`src/rtl/dot_seq_ctrl.sv`:
```
// Dot-product sequencer: streams len operand chunks from memory
// through an external 4-lane Q8.8 dot unit and accumulates the sums.
module dot_seq_ctrl #(
    parameter int ADDR_W = 6
) (
    input  logic              clk,
    input  logic              rst,
    input  logic              start,
    input  logic              abort,
    input  logic [ADDR_W-1:0] base_addr,
    input  logic [ADDR_W-1:0] len,
    output logic              rd_en,
    output logic [ADDR_W-1:0] rd_addr,
    input  logic [63:0]       rd_data_a,
    input  logic [63:0]       rd_data_b,
    output logic [63:0]       dp_a,
    output logic [63:0]       dp_b,
    input  logic [15:0]       dp_out,
    output logic              busy,
    output logic              done,
    output logic [15:0]       result
);

    typedef enum logic [1:0] {
        IDLE,
        RUN,
        DRAIN,
        DONE
    } state_t;

    state_t            state;
    state_t            state_nx;
    logic [ADDR_W-1:0] addr_q;
    logic [ADDR_W-1:0] rem_q;
    logic              valid_q;
    logic [15:0]       acc_q;
    logic [15:0]       res_q;
    logic              accept;

    assign accept = (state == IDLE) && start;

    always_ff @(posedge clk or posedge rst) begin
        if (rst) state <= IDLE;
        else     state <= state_nx;
    end

    always_comb begin
        state_nx = state;
        unique case (state)
            IDLE: begin
                if (start) state_nx = (len == '0) ? DONE : RUN;
            end
            RUN: begin
                if (abort)              state_nx = IDLE;
                else if (rem_q == 'd1)  state_nx = DRAIN;
            end
            DRAIN: state_nx = abort ? IDLE : DONE;
            DONE:  state_nx = IDLE;
            default: state_nx = IDLE;
        endcase
    end

    always_comb begin
        rd_en = 1'b0;
        busy  = 1'b0;
        done  = 1'b0;
        unique case (state)
            RUN: begin
                rd_en = 1'b1;
                busy  = 1'b1;
            end
            DRAIN: busy = 1'b1;
            DONE:  done = 1'b1;
            default: ;
        endcase
    end

    assign rd_addr = rd_en ? addr_q : '0;
    assign dp_a    = valid_q ? rd_data_a : '0;
    assign dp_b    = valid_q ? rd_data_b : '0;
    assign result  = res_q;

    // The last chunk lands in DRAIN, so result takes acc plus that sum.
    always_ff @(posedge clk or posedge rst) begin
        if (rst) begin
            addr_q  <= '0;
            rem_q   <= '0;
            valid_q <= 1'b0;
            acc_q   <= '0;
            res_q   <= '0;
        end else begin
            valid_q <= rd_en;
            if (accept) begin
                addr_q <= base_addr;
                rem_q  <= len;
            end else if (rd_en) begin
                addr_q <= addr_q + 1'b1;
                rem_q  <= rem_q - 1'b1;
            end
            if (accept)       acc_q <= '0;
            else if (valid_q) acc_q <= acc_q + dp_out;
            if (accept && len == '0)
                res_q <= '0;
            else if (state == DRAIN && !abort)
                res_q <= acc_q + dp_out;
        end
    end

endmodule

```
`config.mk`:
```
export PLATFORM = sky130hd
export DESIGN_NAME = dot_seq_ctrl
export DESIGN_NICKNAME = d
export VERILOG_FILES = /design/src/rtl/dot_seq_ctrl.sv
export SDC_FILE = /design/constraint.sdc
export NUM_CORES = 1
export LEC_CHECK = 0
export ABC_AREA = 1
export CORE_ASPECT_RATIO = 1.5
export CORE_MARGIN = 2
export CORE_UTILIZATION = 25
export CTS_CLUSTER_SIZE = 24
export DETAILED_ROUTE_END_ITERATION = 12
export PLACE_DENSITY = 0.66
export SLEW_MARGIN = 0
export SYNTH_ARGS = -nofsm -noshare
export SYNTH_HDL_FRONTEND = slang
export SYNTH_SLANG_ARGS = --single-unit
```
`constraint.sdc`:
```
create_clock -name clk -period 2.25 [get_ports clk]
set_clock_uncertainty 0.05 [all_clocks]
set_input_delay 0.225 -clock clk [delete_from_list [all_inputs] [get_ports clk]]
set_output_delay 0.225 -clock clk [all_outputs]
set_load 0.05 [all_outputs]
```
==> flow_summary.toml <==
[synth]
synth-simple-area-share = 0.369
synth_top_cell_area_share = 0.282
syn_area_um2 = 4180
synthAdderAreaFrac = 0.0737
synth-seq-cells = 47
synth_xor_area_frac = 0.0294
seq_area_frac_synth = 0.282
synthesis.nets = 875
ys_warn_count = 0
synth_area_per_cell_um2 = 6.04
synthCells = 691
muxShareOfSynthArea = 0
synth_area_leaders = "dfrtp_1, nand2_1, inv_1"
yosysUniqueCellTypes = 31
yosysTopAreaCell = "dfrtp_1"
synth-compound-area-share = 0.0461
synth_top_family_by_area = "simple AND/OR/NAND/NOR gates"

[sta]
rsz0062_at_grt = "no"
hold_viol = 0
setup_slack_ns = 0.291
post-route-period-util = 0.871
setup_viol = 0
maxSlewHeadroom = 0.635
finalSetupTns_ns = 0
final_max_slew_viol_count = 0
fmax_mhz = 510
timing.hold.ws_ns = 0.227
worst_pin_slew_ns = 0.546
post-route-min-period_ns = 1.96

[layout]
most-common-layout-cells = "nand2_1, inv_1, clkdlybuf4s50_1, buf_12, buf_4"
postLayoutCellArea_um2 = 8410
area_growth_pct = 101
fin_nets = 1183
fillers = 1612
final_common_cell = "nand2_1"
final_util = 0.517
layout-drive-gt1-share = 0.175

[route]
drc_errors = 0
detail_route.wl_per_cell_um = 16.6
totalWireLength_um = 20100
antenna_left = 0
drt-initial-drc-count = 358
vias = 5158
drt_pass1_iterations = 5
viasPerCell = 4.26

[grt]
grt_max_degree = 48
antenna_found_initial = 4
grt_overflow = 0
grt_pass1_wl_um = 29300
grt_pass1_vias = 5050
grt_use_total = 0.224

[critical_path]
startpoint_type = "flip-flop"
end_kind = "output pin"
critPathSlowestCell = "dfrtp_4"
cp_top_family = "buffers and inverters"
worstPathMaxFanout = 34
crit_chain = "buf_12 -> buf_12 -> nand2_1 -> inv_1 -> buf_12"
path_class = "reg -> out"
cpMostUsedCell = "buf_12"
worst-path-buf-inv = 4
critical_path.max_stage_delay_ns = 0.63
crit_arrival_ns = 1.68
cp_data_required_time_ns = 1.98

[place]
io_buffers = 312
dpl_cell_area_um2 = 8250
hpwl_um = 18000
gp_congestion = 0.951
post-place-ws_ns = 0.0663

[job]
maxCapViolCount = 0

[floorplan]
die_x_um = 110
start_util = 0.257
die_h_um = 162
rows = 57
dieArea_um2 = 17800
io_pins = 313
coreArea_um2 = 16300

[clock_network]
cts_resized = 0
root_buffer = "clkbuf_16"
clockBufferDepth = 2
numClockSinks = 47
cts_tree = "done"
clk_pin_slew_ns = 0.08
numCtsBuffers = 5
hold_buffers = 0
clkLatencyLatePin_ns = 0.30
htreeDepth = 2
cts_setup_buffers = 0

[run_status]
status = "completed"

[pwr]
vdd_drop_max_uv = 964
p_leak_nw = 4.93
power.density_nw_per_um2 = 1380

[worst_hold_path]
hold_class = "in -> async"
sequential cells by signal (all words and copies together) (netlist names):
| name | flops |
|---|---|
| rem_q | 6 |
| state | 2 |
| acc_q | 16 |
| addr_q | 6 |
| result | 16 |
| valid_q | 1 |
Yosys cell counts (all sizes together):
| cell type | count |
|---|---|
| fa | 1 |
| inv | 187 |
| buf | 21 |
| o21ai | 3 |
| nor3 | 5 |
| or2 | 2 |
| a21oi | 12 |
| nand2 | 299 |
| o211ai | 3 |
| a22o | 5 |
| nand3 | 31 |
| o311ai | 1 |
| o221ai | 4 |
| xnor2 | 1 |
| xor2 | 13 |
| nor2 | 28 |
| o31ai | 1 |
| ha | 23 |
| dfrtp | 47 |
| nand4 | 1 |
| nand3b | 3 |
worst register-to-register path: cells and delay by family (launching register included):
family	cells	cell delay (ns)
flip-flops	1	0.39
AND/OR/NAND/NOR	8	0.67
adder cells (fa/ha/maj)	2	0.66
cell type report:
type | count | area [µm²] | share of cell area
Antenna cell | 4 | 10.0 | 0.00119
Timing Repair Buffer | 322 | 3940 | 0.469
Inverter | 187 | 704 | 0.0838
Clock buffer | 5 | 125 | 0.0149
Sequential cell | 47 | 1180 | 0.140
Multi-Input combinational cell | 436 | 2160 | 0.257
Tap cell | 206 | 258 | 0.0307
Clock inverter | 3 | 25.0 | 0.00298
routing by layer:
metal  up-vias  global-route usage  share of wire
li1       2611                   -              -
met1      2256               0.272           0.39
met2       275               0.377           0.48
met3        16              0.0746           0.12
met4         0              0.0552          0.017
met5         -                   0              0
cells by family (layout without fill, tap and decap cells):
| group | after synthesis | after routing |
|---|---|---|
| adder cells (fa/ha/maj) | 24 | 24 |
| XOR/XNOR | 14 | 14 |
| other | 0 | 4 |
| flip-flops | 47 | 47 |
| AND/OR/NAND/NOR | 369 | 369 |
| AO/OA/AOI/OAI | 29 | 29 |
| buffers and inverters | 208 | 517 |
per-stage QoR:
| stage | power (W) | instances |
|---|---|---|
| floorplan | 0.00703 | 691 |
| global placement | 0.0108 | 1198 |
| detailed placement | 0.0109 | 1198 |
| CTS | 0.0117 | 1206 |
| global route | 0.0123 | 1208 |
| finish | 0.0116 | 1210 |
worst paths after layout:
path | start | to | slack, ns | cells past startpoint
setup / recovery | valid_q$_DFF_PP0_ | dp_a[32] | 0.29 | 5
hold / removal | rst | result[0]$_DFFE_PP0P_ | 0.23 | 3
setup reg to reg | acc_q[0]$_DFFE_PP0P_ | result[12]$_DFFE_PP0P_ | 0.36 | 10
hold reg to reg | result[11]$_DFFE_PP0P_ | result[11]$_DFFE_PP0P_ | 0.43 | 2
max in group asynchronous | rst | acc_q[13]$_DFFE_PP0P_ | 1.67 | 3
min in group clk | result[11]$_DFFE_PP0P_ | result[11]$_DFFE_PP0P_ | 0.43 | 2
report_power, final:
part           switching (W)  leakage, nW  internal (W)
combinational        0.00571         4.27       0.00349
sequential          0.000360        0.587       0.00125
clock               0.000373       0.0708      0.000421
Note: power is estimated with default switching activity, not from simulation.
